## config.mk

```make
export PLATFORM = sky130hd
export DESIGN_NAME = uart_tx_mmio_flat
export DESIGN_NICKNAME = d
export VERILOG_FILES = /design/src/rtl/uart_tx_mmio_if.sv /design/src/rtl/uart_tx_mmio.sv /design/src/flat_wrapper.sv
export SDC_FILE = /design/constraint.sdc
export NUM_CORES = 1
export LEC_CHECK = 0
export ABC_AREA = 1
export ABC_CLOCK_PERIOD_IN_PS = 2710
export BUFFER_PORTS_ARGS = -buffer_cell sky130_fd_sc_hd__buf_2
export CORE_MARGIN = 2
export CORE_UTILIZATION = 53
export DETAILED_ROUTE_END_ITERATION = 10
export PLACE_DENSITY = 0.73
export SLEW_MARGIN = 10
export SYNTH_ARGS = -nofsm -noshare
export SYNTH_HDL_FRONTEND = slang
export SYNTH_SLANG_ARGS = --single-unit
```

## constraint.sdc

```tcl
create_clock -name clk -period 2.71 [get_ports clk]
set_input_delay 0.542 -clock clk [delete_from_list [all_inputs] [get_ports clk]]
set_output_delay 0.542 -clock clk [all_outputs]
set_load 0.01 [all_outputs]
```

## src/rtl/uart_tx_mmio_if.sv

```systemverilog
// Load/store bus seen by the UART transmitter peripheral: one word select per cycle,
// write strobe qualified by sel, combinational read data.
interface uart_tx_mmio_if #(
  parameter int unsigned DATA_WIDTH = 32
) ();
  logic                  sel;
  logic                  we;
  logic [1:0]            addr;
  logic [DATA_WIDTH-1:0] wdata;
  logic [DATA_WIDTH-1:0] rdata;

  modport master (
    output sel,
    output we,
    output addr,
    output wdata,
    input  rdata
  );

  modport slave (
    input  sel,
    input  we,
    input  addr,
    input  wdata,
    output rdata
  );
endinterface

```

## src/rtl/uart_tx_mmio.sv

```systemverilog
// Memory-mapped 8N1 UART transmitter: small TX FIFO feeding a baud-rate serialiser,
// with STATUS and a runtime-programmable divisor on the same bus.
module uart_tx_mmio #(
  parameter int unsigned DATA_WIDTH   = 32,
  parameter int unsigned FIFO_DEPTH   = 4,
  parameter int unsigned BAUD_DIV_RST = 434
) (
  input  logic           clk,
  input  logic           reset,
  uart_tx_mmio_if.slave  bus,
  output logic           uart_tx
);

  localparam int unsigned PtrW = (FIFO_DEPTH > 1) ? $clog2(FIFO_DEPTH) : 1;
  localparam int unsigned CntW = $clog2(FIFO_DEPTH + 1);

  typedef enum logic [1:0] {
    StIdle,
    StStart,
    StData,
    StStop
  } state_e;

  // Register decode
  logic wr_txdata, wr_status, wr_div;

  assign wr_txdata = bus.sel && bus.we && (bus.addr == 2'd0);
  assign wr_status = bus.sel && bus.we && (bus.addr == 2'd1);
  assign wr_div    = bus.sel && bus.we && (bus.addr == 2'd2);

  // TX FIFO
  logic [7:0]      fifo_mem [FIFO_DEPTH];
  logic [PtrW-1:0] wr_ptr_q, rd_ptr_q;
  logic [CntW-1:0] count_q;
  logic            fifo_empty, fifo_full;
  logic [7:0]      fifo_head;
  logic            pop, push_ok, push_drop;

  assign fifo_empty = (count_q == '0);
  assign fifo_full  = (count_q == CntW'(FIFO_DEPTH));
  assign fifo_head  = fifo_mem[rd_ptr_q];

  // A push into a full FIFO still fits when the serialiser frees a slot the same cycle.
  assign push_ok   = wr_txdata && (!fifo_full || pop);
  assign push_drop = wr_txdata && fifo_full && !pop;

  always_ff @(posedge clk) begin
    if (push_ok) begin
      fifo_mem[wr_ptr_q] <= bus.wdata[7:0];
    end
  end

  always_ff @(posedge clk or negedge reset) begin
    if (!reset) begin
      wr_ptr_q <= '0;
      rd_ptr_q <= '0;
      count_q  <= '0;
    end else begin
      if (push_ok) begin
        wr_ptr_q <= wr_ptr_q + PtrW'(1);
      end
      if (pop) begin
        rd_ptr_q <= rd_ptr_q + PtrW'(1);
      end
      if (push_ok && !pop) begin
        count_q <= count_q + CntW'(1);
      end else if (pop && !push_ok) begin
        count_q <= count_q - CntW'(1);
      end
    end
  end

  // Control registers
  logic        overflow_q;
  logic [15:0] div_q;

  always_ff @(posedge clk or negedge reset) begin
    if (!reset) begin
      overflow_q <= 1'b0;
      div_q      <= 16'(BAUD_DIV_RST);
    end else begin
      if (push_drop) begin
        overflow_q <= 1'b1;
      end else if (wr_status && bus.wdata[3]) begin
        overflow_q <= 1'b0;
      end
      if (wr_div) begin
        div_q <= (bus.wdata[15:0] < 16'd2) ? 16'd2 : bus.wdata[15:0];
      end
    end
  end

  // Serialiser
  state_e      state_q, state_d;
  logic [15:0] cnt_q, cnt_d;
  logic [2:0]  bit_idx_q, bit_idx_d;
  logic [7:0]  shift_q, shift_d;
  logic        tx_q, tx_d;
  logic        cnt_zero;
  logic [15:0] reload;

  assign cnt_zero = (cnt_q == 16'd0);
  // Divisor is sampled only at reload, so a mid-frame DIV write never stretches the current bit.
  assign reload   = div_q - 16'd1;

  always_ff @(posedge clk or negedge reset) begin
    if (!reset) begin
      state_q   <= StIdle;
      cnt_q     <= 16'd0;
      bit_idx_q <= 3'd0;
      shift_q   <= 8'd0;
      tx_q      <= 1'b1;
    end else begin
      state_q   <= state_d;
      cnt_q     <= cnt_d;
      bit_idx_q <= bit_idx_d;
      shift_q   <= shift_d;
      tx_q      <= tx_d;
    end
  end

  always_comb begin
    state_d   = state_q;
    cnt_d     = cnt_q;
    bit_idx_d = bit_idx_q;
    shift_d   = shift_q;
    tx_d      = tx_q;
    pop       = 1'b0;
    unique case (state_q)
      StIdle: begin
        tx_d = 1'b1;
        if (!fifo_empty) begin
          pop     = 1'b1;
          shift_d = fifo_head;
          tx_d    = 1'b0;
          cnt_d   = reload;
          state_d = StStart;
        end
      end
      StStart: begin
        if (cnt_zero) begin
          tx_d      = shift_q[0];
          cnt_d     = reload;
          bit_idx_d = 3'd0;
          state_d   = StData;
        end else begin
          cnt_d = cnt_q - 16'd1;
        end
      end
      StData: begin
        if (cnt_zero) begin
          cnt_d = reload;
          if (bit_idx_q == 3'd7) begin
            tx_d    = 1'b1;
            state_d = StStop;
          end else begin
            shift_d   = {1'b0, shift_q[7:1]};
            tx_d      = shift_q[1];
            bit_idx_d = bit_idx_q + 3'd1;
          end
        end else begin
          cnt_d = cnt_q - 16'd1;
        end
      end
      StStop: begin
        if (cnt_zero) begin
          if (!fifo_empty) begin
            pop     = 1'b1;
            shift_d = fifo_head;
            tx_d    = 1'b0;
            cnt_d   = reload;
            state_d = StStart;
          end else begin
            state_d = StIdle;
          end
        end else begin
          cnt_d = cnt_q - 16'd1;
        end
      end
      default: state_d = StIdle;
    endcase
  end

  assign uart_tx = tx_q;

  // Read mux
  logic       busy;
  logic [3:0] status_count;

  assign busy         = (state_q != StIdle);
  assign status_count = 4'(count_q);

  always_comb begin
    bus.rdata = '0;
    unique case (bus.addr)
      2'd1:    bus.rdata[7:0]  = {status_count, overflow_q, busy, fifo_full, fifo_empty};
      2'd2:    bus.rdata[15:0] = div_q;
      default: bus.rdata       = '0;
    endcase
  end

endmodule

```

## src/flat_wrapper.sv

```systemverilog
// flat-port wrapper written by rule: the top's interface ports become plain ports
module uart_tx_mmio_flat 
#(
  parameter int unsigned DATA_WIDTH   = 32,
  parameter int unsigned FIFO_DEPTH   = 4,
  parameter int unsigned BAUD_DIV_RST = 434
)
  (clk, reset, uart_tx, bus_sel, bus_we, bus_addr, bus_wdata, bus_rdata);
  uart_tx_mmio_if #(.DATA_WIDTH(DATA_WIDTH)) bus_i ();
  input  logic clk;
  input  logic reset;
  output logic uart_tx;
  input wire logic [$bits(bus_i.sel)-1:0] bus_sel;
  input wire logic [$bits(bus_i.we)-1:0] bus_we;
  input wire logic [$bits(bus_i.addr)-1:0] bus_addr;
  input wire logic [$bits(bus_i.wdata)-1:0] bus_wdata;
  output wire logic [$bits(bus_i.rdata)-1:0] bus_rdata;
  assign bus_i.sel = bus_sel;
  assign bus_i.we = bus_we;
  assign bus_i.addr = bus_addr;
  assign bus_i.wdata = bus_wdata;
  assign bus_rdata = bus_i.rdata;
  uart_tx_mmio #(.DATA_WIDTH(DATA_WIDTH), .FIFO_DEPTH(FIFO_DEPTH), .BAUD_DIV_RST(BAUD_DIV_RST)) u_core (.clk(clk), .reset(reset), .bus(bus_i), .uart_tx(uart_tx));
endmodule
```

==> results of run 1 <==
## area by class of cell
| class | instances | area [µm²] |
|---|---|---|
| Sequential cell | 86 | 2320 |
| Tap cell | 136 | 170 |
| Timing Repair Buffer | 62 | 370 |
| Fill cell | 922 | 4100 |
| Clock inverter | 7 | 95.1 |
| Multi-Input combinational cell | 540 | 2740 |
| Clock buffer | 9 | 124 |
| Inverter | 71 | 272 |
## Yosys cell counts, types with 4 or more instances
cell | instances | share of area
sky130_fd_sc_hd__o21ai_0 | 46 | 0.042
sky130_fd_sc_hd__buf_4 | 16 | 0.022
sky130_fd_sc_hd__nor2_1 | 73 | 0.050
sky130_fd_sc_hd__inv_1 | 66 | 0.045
sky130_fd_sc_hd__a21oi_1 | 24 | 0.022
sky130_fd_sc_hd__nand3_1 | 49 | 0.045
sky130_fd_sc_hd__ha_1 | 17 | 0.039
sky130_fd_sc_hd__dfrtp_1 | 48 | 0.22
sky130_fd_sc_hd__a31oi_1 | 4 | 0.0046
sky130_fd_sc_hd__edfxtp_1 | 32 | 0.18
sky130_fd_sc_hd__clkbuf_1 | 10 | 0.0068
sky130_fd_sc_hd__nand2_2 | 7 | 0.0080
sky130_fd_sc_hd__buf_2 | 8 | 0.0073
sky130_fd_sc_hd__xor2_1 | 8 | 0.013
sky130_fd_sc_hd__dfstp_2 | 6 | 0.029
sky130_fd_sc_hd__o22ai_1 | 11 | 0.013
sky130_fd_sc_hd__nor3_1 | 6 | 0.0055
sky130_fd_sc_hd__nor2_2 | 9 | 0.010
sky130_fd_sc_hd__o211ai_1 | 8 | 0.011
sky130_fd_sc_hd__nand2_1 | 222 | 0.15
sky130_fd_sc_hd__xnor2_1 | 6 | 0.0096
## repair_timing
action / 4_1_cts / 5_1_grt
setup endpoints to repair: 0 / 2
hold buffers: 0 / 0
hold endpoints to repair: 0 / 0
resized for setup: 0 / 10
buffers inserted: 0 / 3
## cell families (layout without fill, tap and decap cells)
logic type,after synthesis,count (layout)
AOI/OAI and AO/OA,104,104
xor gates and xnor gates,14,14
adders and majority gates,18,18
buffers and inverters,108,149
DFF,86,86
muxes,1,1
other,1,16
and+or+nand+nor,387,387
## stage by stage
step	util	std cells
after floorplan	-	734
final	0.598	911
after global placement	0.571	892
after global routing	0.598	911
after detailed placement	0.571	892
after CTS	0.593	908
## final timing paths
| path | startpoint | endpoint | slack [ns] | cells after the start |
|---|---|---|---|---|
| worst min register to register | u_core.uart_tx$_DFFE_PN1P_ | u_core.uart_tx$_DFFE_PN1P_ | 0.49 | 2 |
| worst max-delay path | u_core.cnt_q[0]$_DFF_PN0_ | u_core.count_q[2]$_DFFE_PN0P_ | 0.18 | 16 |
| min in group clk | bus_wdata[8] | u_core.div_q[8]$_DFFE_PN1P_ | 0.40 | 3 |
| worst max register to register | u_core.cnt_q[0]$_DFF_PN0_ | u_core.count_q[2]$_DFFE_PN0P_ | 0.18 | 16 |
| worst min-delay path | reset | u_core.cnt_q[9]$_DFF_PN0_ | 0.24 | 1 |
| max in group asynchronous | reset | u_core.div_q[8]$_DFFE_PN1P_ | 1.71 | 2 |
## worst max-delay path, cell delays in order, from the launching register on
cell and delay, ns:
sky130_fd_sc_hd__dfrtp_1 0.41, sky130_fd_sc_hd__inv_2 0.08, sky130_fd_sc_hd__ha_2 0.19, sky130_fd_sc_hd__nand3_2 0.11, sky130_fd_sc_hd__nor2_4 0.12, sky130_fd_sc_hd__nand4_1 0.13
sky130_fd_sc_hd__o21ai_2 0.10, sky130_fd_sc_hd__nand2_2 0.11, sky130_fd_sc_hd__nand2_2 0.10, sky130_fd_sc_hd__nand2_4 0.07, sky130_fd_sc_hd__inv_1 0.06, sky130_fd_sc_hd__ha_1 0.14
sky130_fd_sc_hd__inv_1 0.07, sky130_fd_sc_hd__fa_2 0.34, sky130_fd_sc_hd__a21oi_1 0.14, sky130_fd_sc_hd__o21ai_1 0.10, sky130_fd_sc_hd__xor2_1 0.15
## where the power goes
group / switching (mW) / internal, mW
combinational: 0.882 / 0.531
sequential: 0.283 / 1.62
clock: 0.485 / 0.525
## placed cells by master, fill, tap and decap left out, types with 24 or more instances in the layout
| cell type | netlist | routed |
|---|---|---|
| sky130_fd_sc_hd__dfrtp_1 | 48 | 48 |
| sky130_fd_sc_hd__o21ai_0 | 46 | 45 |
| sky130_fd_sc_hd__buf_2 | 8 | 38 |
| sky130_fd_sc_hd__nand3_1 | 49 | 48 |
| sky130_fd_sc_hd__edfxtp_1 | 32 | 32 |
| sky130_fd_sc_hd__a21oi_1 | 24 | 24 |
| sky130_fd_sc_hd__nor2_1 | 73 | 71 |
| sky130_fd_sc_hd__nand2_1 | 222 | 221 |
| sky130_fd_sc_hd__inv_1 | 66 | 65 |
| sky130_fd_sc_hd__buf_4 | 16 | 24 |
## registers in the layout, summed over array words and instances, names as in the netlist, 2 cells and up
signal            count
u_core.shift_q        8
u_core.cnt_q         16
u_core.div_q         16
u_core.count_q        3
u_core.rd_ptr_q       2
u_core.state_q        2
u_core.wr_ptr_q       2
u_core.bit_idx_q      3
u_core.fifo_mem      32
## layer usage
metal	wire length, µm	part of all wire
met2	6110	0.47
met4	227	0.018
met1	5820	0.45
met3	734	0.057
met5	0	0
==> summary.txt, run 1 <==
Cells and area
  • Layout-stage area growth over the synthesis result: 11.1%
  • Ratio of cells with drive above 1 in the final layout: 0.164
  • Finished Cell Area: 6090 µm²
  • Count of antenna diodes in the layout: 0
  • Post-layout net count: 826

Worst setup path
  • Critical path required time: 2.95 ns
  • Critical path class: reg2reg
  • Data arrival, critical path: 2.78 ns
  • Category of the worst setup path launch point: flip-flop
  • Biggest fanout along the worst timing path: 7
  • Type of destination of the critical path: flip-flop

Worst hold path
  • Worst min-delay path class: in2async

Placed design
  • Placer's final routability congestion estimate: 0.966
  • Placement Cell Area: 5820 µm²
  • Dpl hpwl: 9550 µm
  • IO Port Bufs: 38
  • Worst slack at placement: 0.0616 ns

Run status
  • Status: finished, final reports clean

Timing
  • Slew HR: 0.484
  • Fmax: 395 MHz
  • WHS: 0.239 ns
  • Worst-case setup margin in the final layout: 0.178 ns
  • Actual slew at the worst max-slew pin: 0.774 ns
  • Max Transition Viols Final: 0
  • Final period util: 0.935
  • Clk_skew: 0.0156 ns
  • RSZ-0062 raised after global routing: false
  • Final critical delay including setup and external delays: 2.53 ns
  • Number of hold-slack violations in the final timing report: 0
  • Setup_tns: 0 ns
  • Total of endpoints with negative setup slack in the final report: 0

Floorplanning
  • Number of standard-cell rows in the floorplan: 37
  • Top-Level Pins: 71
  • Y dimension of the die: 106 µm
  • Overall die area: 11200 µm²
  • Total core area: 10200 µm²
  • Effective utilization at floorplan: 0.538
  • Width of the die: 106 µm

Synth
  • Synthesized flop and latch total: 86
  • Arithmetic-cell share of the synthesized area counting full adders, half adders and majority gates: 0.0425
  • Synthesized-area fraction occupied by and/or/nand/nor cells: 0.308
  • Register area share after synthesis: 0.423
  • Post-synth top flop: sky130_fd_sc_hd__dfrtp_1
  • Dominant combinational cell family by area after synthesis: simple AND/OR/NAND/NOR gates
  • Multiplexer fraction of the synthesized cell area: 0.00205
  • Number of warnings printed during yosys synthesis: 0
  • Count of unique library cells instantiated by Yosys: 45
  • Summed instance area of the synthesized netlist: 5480 µm²
  • Avg Inst Size Synth: 7.62 µm²
  • Fraction of synthesized cell area in xor and xnor cells: 0.0224
  • Proportion of register bits with asynchronous set or reset after synthesis: 0.628
  • Complex-gate fraction of the synthesized area: 0.109
  • Post-Synthesis Cells: 719
  • Number of synthesized flops with an enable pin: 32

Clock network
  • H-tree levels: 3
  • CTS root buffer: sky130_fd_sc_hd__clkbuf_8
  • Clock latency at the later pin of the worst-skew pair: 0.37 ns
  • Sink count of the clock tree: 86
  • Clock Tree Buf Depth: 2
  • CTS buffer count: 9
  • Clock tree from TritonCTS: done
  • Clock Pin Slew Worst Setup and Hold Paths: 0.09 ns

Global routing
  • Met3 routing resource usage after global routing: 0.0433
  • All-layer global routing usage: 0.239
  • Via count of the first global-routing pass: 4503
  • Total congestion overflow after global routing: 0
  • Met1 capacity usage during global routing: 0.328
  • First-pass GRT wire length: 21100 µm
  • Maximum number of pins on one net before global-route repair: 33
  • Most utilized layer in the global route result: met2
  • Met2 track utilization from global routing: 0.384
  • Antenna violations before repair: 0

Routing
  • Via density per instance: 5.28
  • Number of design rule violations left after detail routing: 0
  • Antenna violation net count after detailed routing: 0
  • Total Wirelength: 12900 µm
  • Average wire per cell in the routed design: 14.2 µm
  • Count of vias placed by the detailed router: 4807
  • Initial DRC count: 263
  • First-pass DRT Iterations: 5

Power and ir drop
  • Total Power Consumption: 4.32 mW
  • Worst vdd rail ir drop: 0.522 mV
  • Static leakage: 2.85 nW
  • Power per cell area: 710 nW/µm²

Job
  • Number of violations of the max-capacitance limit: 0
No activity file was read; power rests on OpenSTA's default activity.
==> inputs of run 2 (changes only) <==
RECOVER_POWER = 25   (was default)
==> run 2 against run 1 <==
  * The flow now finishes with violations (capacitance limit, slew limit)
  * Register-to-register slack hardly changed
  * Sequential power hardly changed
  * Combinational power hardly changed
  * Critical path type unchanged
  * Largest power group unchanged
  * Critical path depth stayed put
  * Worst setup slack worse by 0.011 ns
  * Final area is 0.18% lower
  * Critical endpoint unchanged
  * Die area stayed put
  * Routed wire length is 0.61% higher
  * Via count is 0.33% lower
  * Power is 0.12% higher
  * First-iteration DRC count is 4.6% lower
==> summary.txt, run 2 (same netlist as run 1, synthesis figures left out) <==
Global routing
  • Met1 capacity usage during global routing: 0.328 (unchanged)
  • Maximum number of pins on one net before global-route repair: 33 (unchanged)
  • Met2 track utilization from global routing: 0.384 (unchanged)
  • Total congestion overflow after global routing: 0 (unchanged)
  • All-layer global routing usage: 0.239 (unchanged)
  • Via count of the first global-routing pass: 4503 (unchanged)
  • Most utilized layer in the global route result: met2
  • Met3 routing resource usage after global routing: 0.0433 (unchanged)
  • First-pass GRT wire length: 21100 µm (unchanged)
  • Antenna violations before repair: 0 (unchanged)

Clock network
  • Clock latency at the later pin of the worst-skew pair: 0.37 ns (about the same)
  • Clock tree from TritonCTS: done
  • Sink count of the clock tree: 86 (unchanged)
  • CTS buffer count: 9 (unchanged)
  • CTS root buffer: sky130_fd_sc_hd__clkbuf_8
  • Hold-fix buffers, CTS: 0 (unchanged)
  • Clock Pin Slew Worst Setup and Hold Paths: 0.09 ns (about the same)
  • H-tree levels: 3 (unchanged)
  • Clock Tree Buf Depth: 2 (unchanged)

Cells and area
  • Sequential cell area in the final layout: 2320 µm² (unchanged)
  • Largest registers in the final layout: u_core.fifo_mem x32, u_core.cnt_q x16, u_core.div_q x16
  • Number of filler cells placed in the layout: 925 (+0.33%)
  • Layout-stage area growth over the synthesis result: 10.9%
  • Most common library cell in the layout ignoring fill and taps: sky130_fd_sc_hd__nand2_1
  • Flip-flop count of the largest register after layout: 32 (unchanged)
  • Final Non-Filler Cells: 911 (unchanged)
  • Most used cells in the layout excluding fill and tap cells: sky130_fd_sc_hd__nand2_1 (221), sky130_fd_sc_hd__nor2_1 (71), sky130_fd_sc_hd__inv_1 (65)
  • Ratio of cells with drive above 1 in the final layout: 0.152 (-0.0116)
  • Register with the most flip-flops: u_core.fifo_mem
  • Post-layout net count: 826 (unchanged)
  • Count of antenna diodes in the layout: 0 (unchanged)
  • Area taken by multi-input logic gates: 2740 µm² (unchanged)

Routing
  • Count of vias placed by the detailed router: 4791 (-0.33%)
  • Average wire per cell in the routed design: 14.2 µm (+0.61%)
  • Total Wirelength: 13000 µm (+0.61%)
  • First-pass DRT Iterations: 5 (unchanged)
  • Via density per instance: 5.26 (-0.33%)
  • Initial DRC count: 251 (-4.6%)
  • Number of design rule violations left after detail routing: 0 (unchanged)
  • Antenna violation net count after detailed routing: 0 (unchanged)

Floorplanning
  • Number of standard-cell rows in the floorplan: 37 (unchanged)
  • Effective utilization at floorplan: 0.538 (unchanged)
  • Y dimension of the die: 106 µm (unchanged)
  • Total core area: 10200 µm² (unchanged)
  • Overall die area: 11200 µm² (unchanged)
  • Top-Level Pins: 71 (unchanged)
  • Width of the die: 106 µm (unchanged)

Worst hold path
  • Startpoint of the most critical hold path: bus_wdata[8]
  • Worst min-delay path class: in2reg
  • Hold depth: 3
  • End point of the worst hold path: u_core.div_q[8]$_DFFE_PN1P_

Timing
  • Slew HR: -0.238 (-0.722)
  • Max Transition Viols Final: 33 (+33)
  • Final period util: 0.939 (+0.00408)
  • Fmax: 393 MHz (-0.44%)
  • RSZ-0062 raised after global routing: false
  • Number of hold-slack violations in the final timing report: 0 (unchanged)
  • Final critical delay including setup and external delays: 2.54 ns (+0.0111 ns)
  • Setup_tns: 0 ns (unchanged)
  • Actual slew at the worst max-slew pin: 1.86 ns (+1.08 ns)
  • Total of endpoints with negative setup slack in the final report: 0 (unchanged)
  • Clk_skew: 0.0155 ns (-0.0000990 ns)

Power and ir drop
  • Power per cell area: 712 nW/µm² (+0.31%)
  • Static leakage: 2.83 nW (-0.87%)
  • Worst vdd rail ir drop: 0.521 mV (-0.12%)

Worst setup path
  • Reg-to-reg critical path startpoint: u_core.cnt_q[0]$_DFF_PN0_
  • Number of cells on the worst reg-to-reg path: 16 (unchanged)
  • Setup slack, reg-to-reg: 0.17 ns (about the same)
  • Data arrival, critical path: 2.79 ns (about the same)
  • Type of destination of the critical path: flip-flop
  • Worst r2r dst: u_core.count_q[2]$_DFFE_PN0P_
  • Category of the worst setup path launch point: flip-flop
  • Biggest fanout along the worst timing path: 7 (unchanged)
  • Critical path required time: 2.96 ns (about the same)
  • Critical path class: reg2reg

Placed design
  • Dpl hpwl: 9550 µm (unchanged)
  • # placed instances: 892 (unchanged)
  • Placer's final routability congestion estimate: 0.966 (unchanged)
  • IO Port Bufs: 38 (unchanged)

Run status
  • Status: finished, violations left
  • Violated checks: capacitance limit, slew limit

Job
  • Number of violations of the max-capacitance limit: 1 (+1)
## run 2: changes by cell type in the layout (fill, tap and decap cells not counted)
cell / delta
sky130_fd_sc_hd__buf_2: -9
sky130_fd_sc_hd__clkbuf_1: +9
## run 2: per-layer routing
metal | routed length, µm | up-vias
met5 | 0 | -
met4 | 227 | 0
met3 | 696 | 17
met2 | 6090 | 130
met1 | 5960 | 2243
li1 | - | 2401
## run 2: power by group
group	switching (mW)	internal, mW
clock network	0.486	0.524
registers	0.285	1.62
logic	0.885	0.529
total	1.66	2.67
## run 2: metrics by stage
| stage | hold WS [ns] | util | cell area (µm²) | total power [mW] | worst slack, ns |
|---|---|---|---|---|---|
| detailed placement | 0.485 | 0.571 | 5820 | 3.27 | 0.0616 |
| floorplan | 0.246 | - | 5540 | 2.88 | 0.192 |
| global route | 0.398 | 0.597 | 6080 | 4.63 | 0.0141 |
| CTS | 0.256 | 0.593 | 6040 | 4.28 | 0.0148 |
| finish | 0.394 | 0.597 | 6080 | 4.33 | 0.166 |
| global placement | 0.471 | 0.571 | 5820 | 3.20 | 0.124 |
## run 2: repair_timing
action,4_1_cts,5_1_grt
endpoints found under the hold margin,0,0
gates resized for setup,0,10
buffers inserted,0,3
endpoints found under the setup margin,0,2
## run 2: layout make-up
cell class	instances	share of cell area
clock buffer	9	0.0204
clock inverter	7	0.0156
inverter	71	0.0447
multi-input combinational	540	0.451
sequential	86	0.382
tap	136	0.0280
timing repair buffer	62	0.0591
## run 2: how the worst max path moves through the flow
| stage | startpoint | to | cells after the start |
|---|---|---|---|
| 6_report | u_core.cnt_q[0]$_DFF_PN0_ | u_core.count_q[2]$_DFFE_PN0P_ | 16 |
| 5_1_grt | u_core.cnt_q[0]$_DFF_PN0_ | u_core.count_q[2]$_DFFE_PN0P_ | 16 |
| 3_3_place_gp | u_core.cnt_q[0]$_DFF_PN0_ | u_core.count_q[2]$_DFFE_PN0P_ | 16 |
| 2_1_floorplan | u_core.cnt_q[0]$_DFF_PN0_ | u_core.count_q[2]$_DFFE_PN0P_ | 16 |
| 3_5_place_dp | u_core.cnt_q[0]$_DFF_PN0_ | u_core.count_q[2]$_DFFE_PN0P_ | 16 |
| 4_1_cts | u_core.cnt_q[0]$_DFF_PN0_ | u_core.count_q[2]$_DFFE_PN0P_ | 16 |
## run 2: worst max-delay path, cell delays in order, from the launching register on
cell,delay [ns]
sky130_fd_sc_hd__dfrtp_1,0.41
sky130_fd_sc_hd__inv_2,0.08
sky130_fd_sc_hd__ha_2,0.19
sky130_fd_sc_hd__nand3_2,0.11
sky130_fd_sc_hd__nor2_4,0.12
sky130_fd_sc_hd__nand4_1,0.13
sky130_fd_sc_hd__o21ai_2,0.10
sky130_fd_sc_hd__nand2_2,0.11
sky130_fd_sc_hd__nand2_2,0.10
sky130_fd_sc_hd__nand2_4,0.07
sky130_fd_sc_hd__inv_1,0.06
sky130_fd_sc_hd__ha_1,0.14
sky130_fd_sc_hd__inv_1,0.07
sky130_fd_sc_hd__fa_2,0.34
sky130_fd_sc_hd__a21oi_1,0.14
sky130_fd_sc_hd__o21ai_1,0.10
sky130_fd_sc_hd__xor2_1,0.15
==> inputs of run 3 (changes only) <==
ABC_AREA = 0   (was 1)
CORE_UTILIZATION = 52   (was 53)
PLACE_DENSITY = 0.72   (was 0.73)
REMOVE_ABC_BUFFERS = 1   (was default)
==> run 3 against run 2 <==
  * The run ends with setup timing left
  * Highest routed layer unchanged
  * Worst hold slack better by 0.023 ns
  * Clock skew fell by 0.0053 ns
  * Register-to-register slack got worse by 0.18 ns
  * Sequential power is 8% higher
  * Via count down 17%
  * Critical path depth is 5 lower
  * Combinational power grew 120%
  * Worst setup slack got worse by 0.18 ns
==> summary.txt, run 3 <==
Power and ir drop
  • Proportion of power drawn by the clock network: 0.149 (-0.085)
  • Power per cell area: 1040 nW/µm² (+46%)
  • Share of power burned in registers: 0.335 (-0.104)
  • Total Power Consumption: 6.11 mW (+41%)
  • Worst vdd rail ir drop: 0.592 mV (+14%)
  • Fraction of power consumed by combinational cells: 0.516 (+0.189)
  • Reported net switching power: 2.62 mW (+58%)
  • Switching share of power: 0.428 (+0.0449)
  • Internal power component: 3.50 mW (+31%)
  • Static leakage: 2.44 nW (-14%)

Routing
  • Average wire per cell in the routed design: 17.2 µm (+20%)
  • Via density per instance: 5.74 (+9.1%)
  • Total Wirelength: 12000 µm (-7.8%)
  • Initial DRC count: 351 (+40%)
  • First-pass DRT Iterations: 6 (+1)
  • Number of design rule violations left after detail routing: 0 (unchanged)
  • Antenna violation net count after detailed routing: 0 (unchanged)
  • Count of vias placed by the detailed router: 3999 (-17%)

Clock network
  • Clock Pin Slew Worst Setup and Hold Paths: 0.10 ns (about the same)
  • CTS buffer count: 9 (unchanged)
  • Clock latency at the later pin of the worst-skew pair: 0.37 ns (about the same)
  • H-tree levels: 3 (unchanged)
  • Sink count of the clock tree: 86 (unchanged)
  • Clock tree from TritonCTS: done
  • CTS root buffer: sky130_fd_sc_hd__clkbuf_8
  • Clock Tree Buf Depth: 2 (unchanged)

Synth
  • Most area-hungry cell type in the Yosys netlist: sky130_fd_sc_hd__dfrtp_1
  • Number of warnings printed during yosys synthesis: 0 (unchanged)
  • Count of unique library cells instantiated by Yosys: 69 (+53%)
  • Post-synth top cells: sky130_fd_sc_hd__dfrtp_1 (48), sky130_fd_sc_hd__nand2_1 (44), sky130_fd_sc_hd__nor2_1 (38)
  • Register area share after synthesis: 0.456 (+0.0326)
  • Avg Inst Size Synth: 10.4 µm² (+37%)
  • Top area cells in the synthesized netlist: sky130_fd_sc_hd__dfrtp_1 (24%), sky130_fd_sc_hd__edfxtp_1 (19%), sky130_fd_sc_hd__ha_1 (4.2%), sky130_fd_sc_hd__mux2_2 (3.5%), sky130_fd_sc_hd__mux4_2 (3.5%)
  • Synthesized flop and latch total: 86 (unchanged)
  • Number of synthesized flops with an enable pin: 32 (unchanged)
  • Fraction of synthesized cell area taken by the top area cell type: 0.236 (+0.0169)
  • Summed instance area of the synthesized netlist: 5090 µm² (-7.1%)
  • Post-Synthesis Cells: 488 (-32%)
  • Proportion of register bits with asynchronous set or reset after synthesis: 0.628 (unchanged)
  • Post-synth top flop: sky130_fd_sc_hd__dfrtp_1
  • Most used standard cell by instance count after synthesis: sky130_fd_sc_hd__dfrtp_1

Worst setup path
  • Critical path class: reg2reg
  • Critical path buffers and inverters: 1 (-2)
  • Slowest cell delay on critical path: 0.56 ns (+0.15 ns)
  • Category of the worst setup path launch point: flip-flop
  • Slowest cell on crit path: sky130_fd_sc_hd__or4_4
  • Crit-path cells: or4_4 > nor2_4 > a31oi_1 > or3_4 > a21oi_4 > ha_2 > inv_2 > fa_2 > xor2_1 > nor2_1 > xor2_1
  • Critical path required time: 3.00 ns (+0.04 ns)
  • Biggest fanout along the worst timing path: 3 (-4)
  • Data arrival, critical path: 3.02 ns (+0.23 ns)
  • CP top delay family: simple AND/OR/NAND/NOR gates
  • Crit-path most repeated cell: sky130_fd_sc_hd__xor2_1
  • Type of destination of the critical path: flip-flop

Global routing
  • Maximum number of pins on one net before global-route repair: 55 (+67%)
  • Antenna violations before repair: 0 (unchanged)
  • Total congestion overflow after global routing: 0 (unchanged)
  • Via count of the first global-routing pass: 3824 (-15%)
  • All-layer global routing usage: 0.238 (-0.000835)
  • First-pass GRT wire length: 19200 µm (-8.9%)

Timing
  • Final critical delay including setup and external delays: 2.72 ns (+0.179 ns)
  • Clk_skew: 0.0102 ns (-0.00532 ns)
  • RSZ-0062 raised after global routing: true
  • Slew HR: 0.0715 (+0.309)
  • Number of hold-slack violations in the final timing report: 0 (unchanged)
  • Max Transition Viols Final: 0 (-100%)
  • Worst-case setup margin in the final layout: -0.0130 ns (-0.179 ns)
  • Actual slew at the worst max-slew pin: 1.39 ns (-0.464 ns)
  • Fmax: 367 MHz (-6.6%)
  • Final period util: 1.00 (+0.0662)
  • Total of endpoints with negative setup slack in the final report: 1 (+1)

Run status
  • Status: finished, violations left
  • Violated checks: setup timing

Floorplanning
  • Total core area: 9640 µm² (-5.4%)
  • Number of standard-cell rows in the floorplan: 36 (-2.7%)
  • Y dimension of the die: 103 µm (-2.6%)
  • Effective utilization at floorplan: 0.528 (-0.0102)
  • Top-Level Pins: 71 (unchanged)
  • Overall die area: 10600 µm² (-5.2%)
  • Width of the die: 103 µm (-2.6%)

Cells and area
  • Count of antenna diodes in the layout: 0 (unchanged)
  • Number of filler cells placed in the layout: 831 (-10%)
  • Largest registers in the final layout: u_core.fifo_mem x32, u_core.cnt_q x16, u_core.div_q x16
  • Layout-stage area growth over the synthesis result: 15.2%
  • Flip-flop count of the largest register after layout: 32 (unchanged)
  • Finished Cell Area: 5860 µm² (-3.6%)
  • Most used cells in the layout excluding fill and tap cells: sky130_fd_sc_hd__buf_4 (48), sky130_fd_sc_hd__dfrtp_1 (48), sky130_fd_sc_hd__nand2_1 (44)
  • Register with the most flip-flops: u_core.fifo_mem
  • Ratio of cells with drive above 1 in the final layout: 0.252 (+0.0995)
  • Post-layout net count: 615 (-26%)

Job
  • Number of violations of the max-capacitance limit: 0 (-1)

Worst hold path
  • Worst min-delay path class: in2reg

Placed design
  • IO Port Bufs: 38 (unchanged)
  • Dpl hpwl: 8530 µm (-11%)
  • Worst slack at placement: -0.106 ns (-0.168 ns)
  • Placement Cell Area: 5640 µm² (-3.1%)
  • Placer's final routability congestion estimate: 0.895 (-7.4%)
==> run 3: cell types whose count changed in the layout (fill, tap and decap cells not counted), sizes merged, moves of 14 or more <==
cell and change:
nor2 -46, and2 +14, mux2 +16, nand3 -46, o21ai -33, buf +26
nand2 -187, inv -47
==> run 3: cell type report <==
class	count	area (µm²)	share of cell area
Clock buffer	9	124	0.0211
Multi-Input combinational cell	355	2540	0.434
Clock inverter	7	70.1	0.0120
Timing Repair Buffer	88	566	0.0965
Sequential cell	86	2320	0.396
Inverter	19	71.3	0.0122
Tap cell	133	166	0.0284
==> run 3: logic make-up after synthesis <==
group / after synthesis / synth area share
other cells: 1 / 0.000737
fa+ha+maj: 18 / 0.0457
flops: 86 / 0.456
buf+inv: 62 / 0.0590
mux: 27 / 0.0769
compound gates: 104 / 0.146
simple gates: 163 / 0.168
xor+xnor: 27 / 0.0479
==> run 3: path summary, 6_finish.rpt <==
kind | to | start | slack, ns | depth (start not counted)
max reg2reg | u_core.count_q[2]$_DFFE_PN0P_ | u_core.cnt_q[11]$_DFF_PN0_ | -0.01 | 11
max in group asynchronous | u_core.state_q[1]$_DFFE_PN0P_ | reset | 1.31 | 2
min reg2reg | u_core.overflow_q$_DFFE_PN0P_ | u_core.overflow_q$_DFFE_PN0P_ | 0.51 | 2
max | u_core.count_q[2]$_DFFE_PN0P_ | u_core.cnt_q[11]$_DFF_PN0_ | -0.01 | 11
min | u_core.div_q[15]$_DFFE_PN0P_ | bus_wdata[15] | 0.42 | 2
min in group asynchronous | u_core.div_q[12]$_DFFE_PN0P_ | reset | 0.57 | 2
==> run 3: power by group through the flow <==
stage | Sequential (mW) | Combinational, mW | Clock [mW]
6_report | 2.05 | 3.15 | 0.909
5_1_grt | 2.10 | 3.45 | 0.972
4_1_cts | 2.05 | 3.07 | 0.917
3_5_place_dp | 2.07 | 3.04 | 0
3_3_place_gp | 2.05 | 2.94 | 0
2_1_floorplan | 2.04 | 2.01 | 0
==> run 3: metal layers <==
| metal | routed length, µm | vias to the layer above | GRT usage |
|---|---|---|---|
| li1 | - | 1910 | - |
| met1 | 5280 | 1916 | 0.331 |
| met2 | 5730 | 151 | 0.384 |
| met3 | 725 | 22 | 0.0339 |
| met4 | 224 | 0 | 0.0860 |
| met5 | 0 | - | 0 |
==> run 3: metrics by stage <==
step,cells,TNS [ns],hold slack [ns],util
5_1_grt,697,-0.184,0.421,0.608
2_1_floorplan,460,-0.460,0.246,-
3_3_place_gp,678,-0.0788,0.479,0.585
6_report,697,-0.0130,0.417,0.608
4_1_cts,694,-0.0811,0.330,0.606
3_5_place_dp,678,-0.172,0.487,0.585
==> run 3: repair_timing <==
item	in CTS	in global routing
setup buffers	0	3
resized for setup	2	4
pin swaps	0	1
hold buffers	0	0
cloned	0	0
endpoints found under the setup margin	2	2
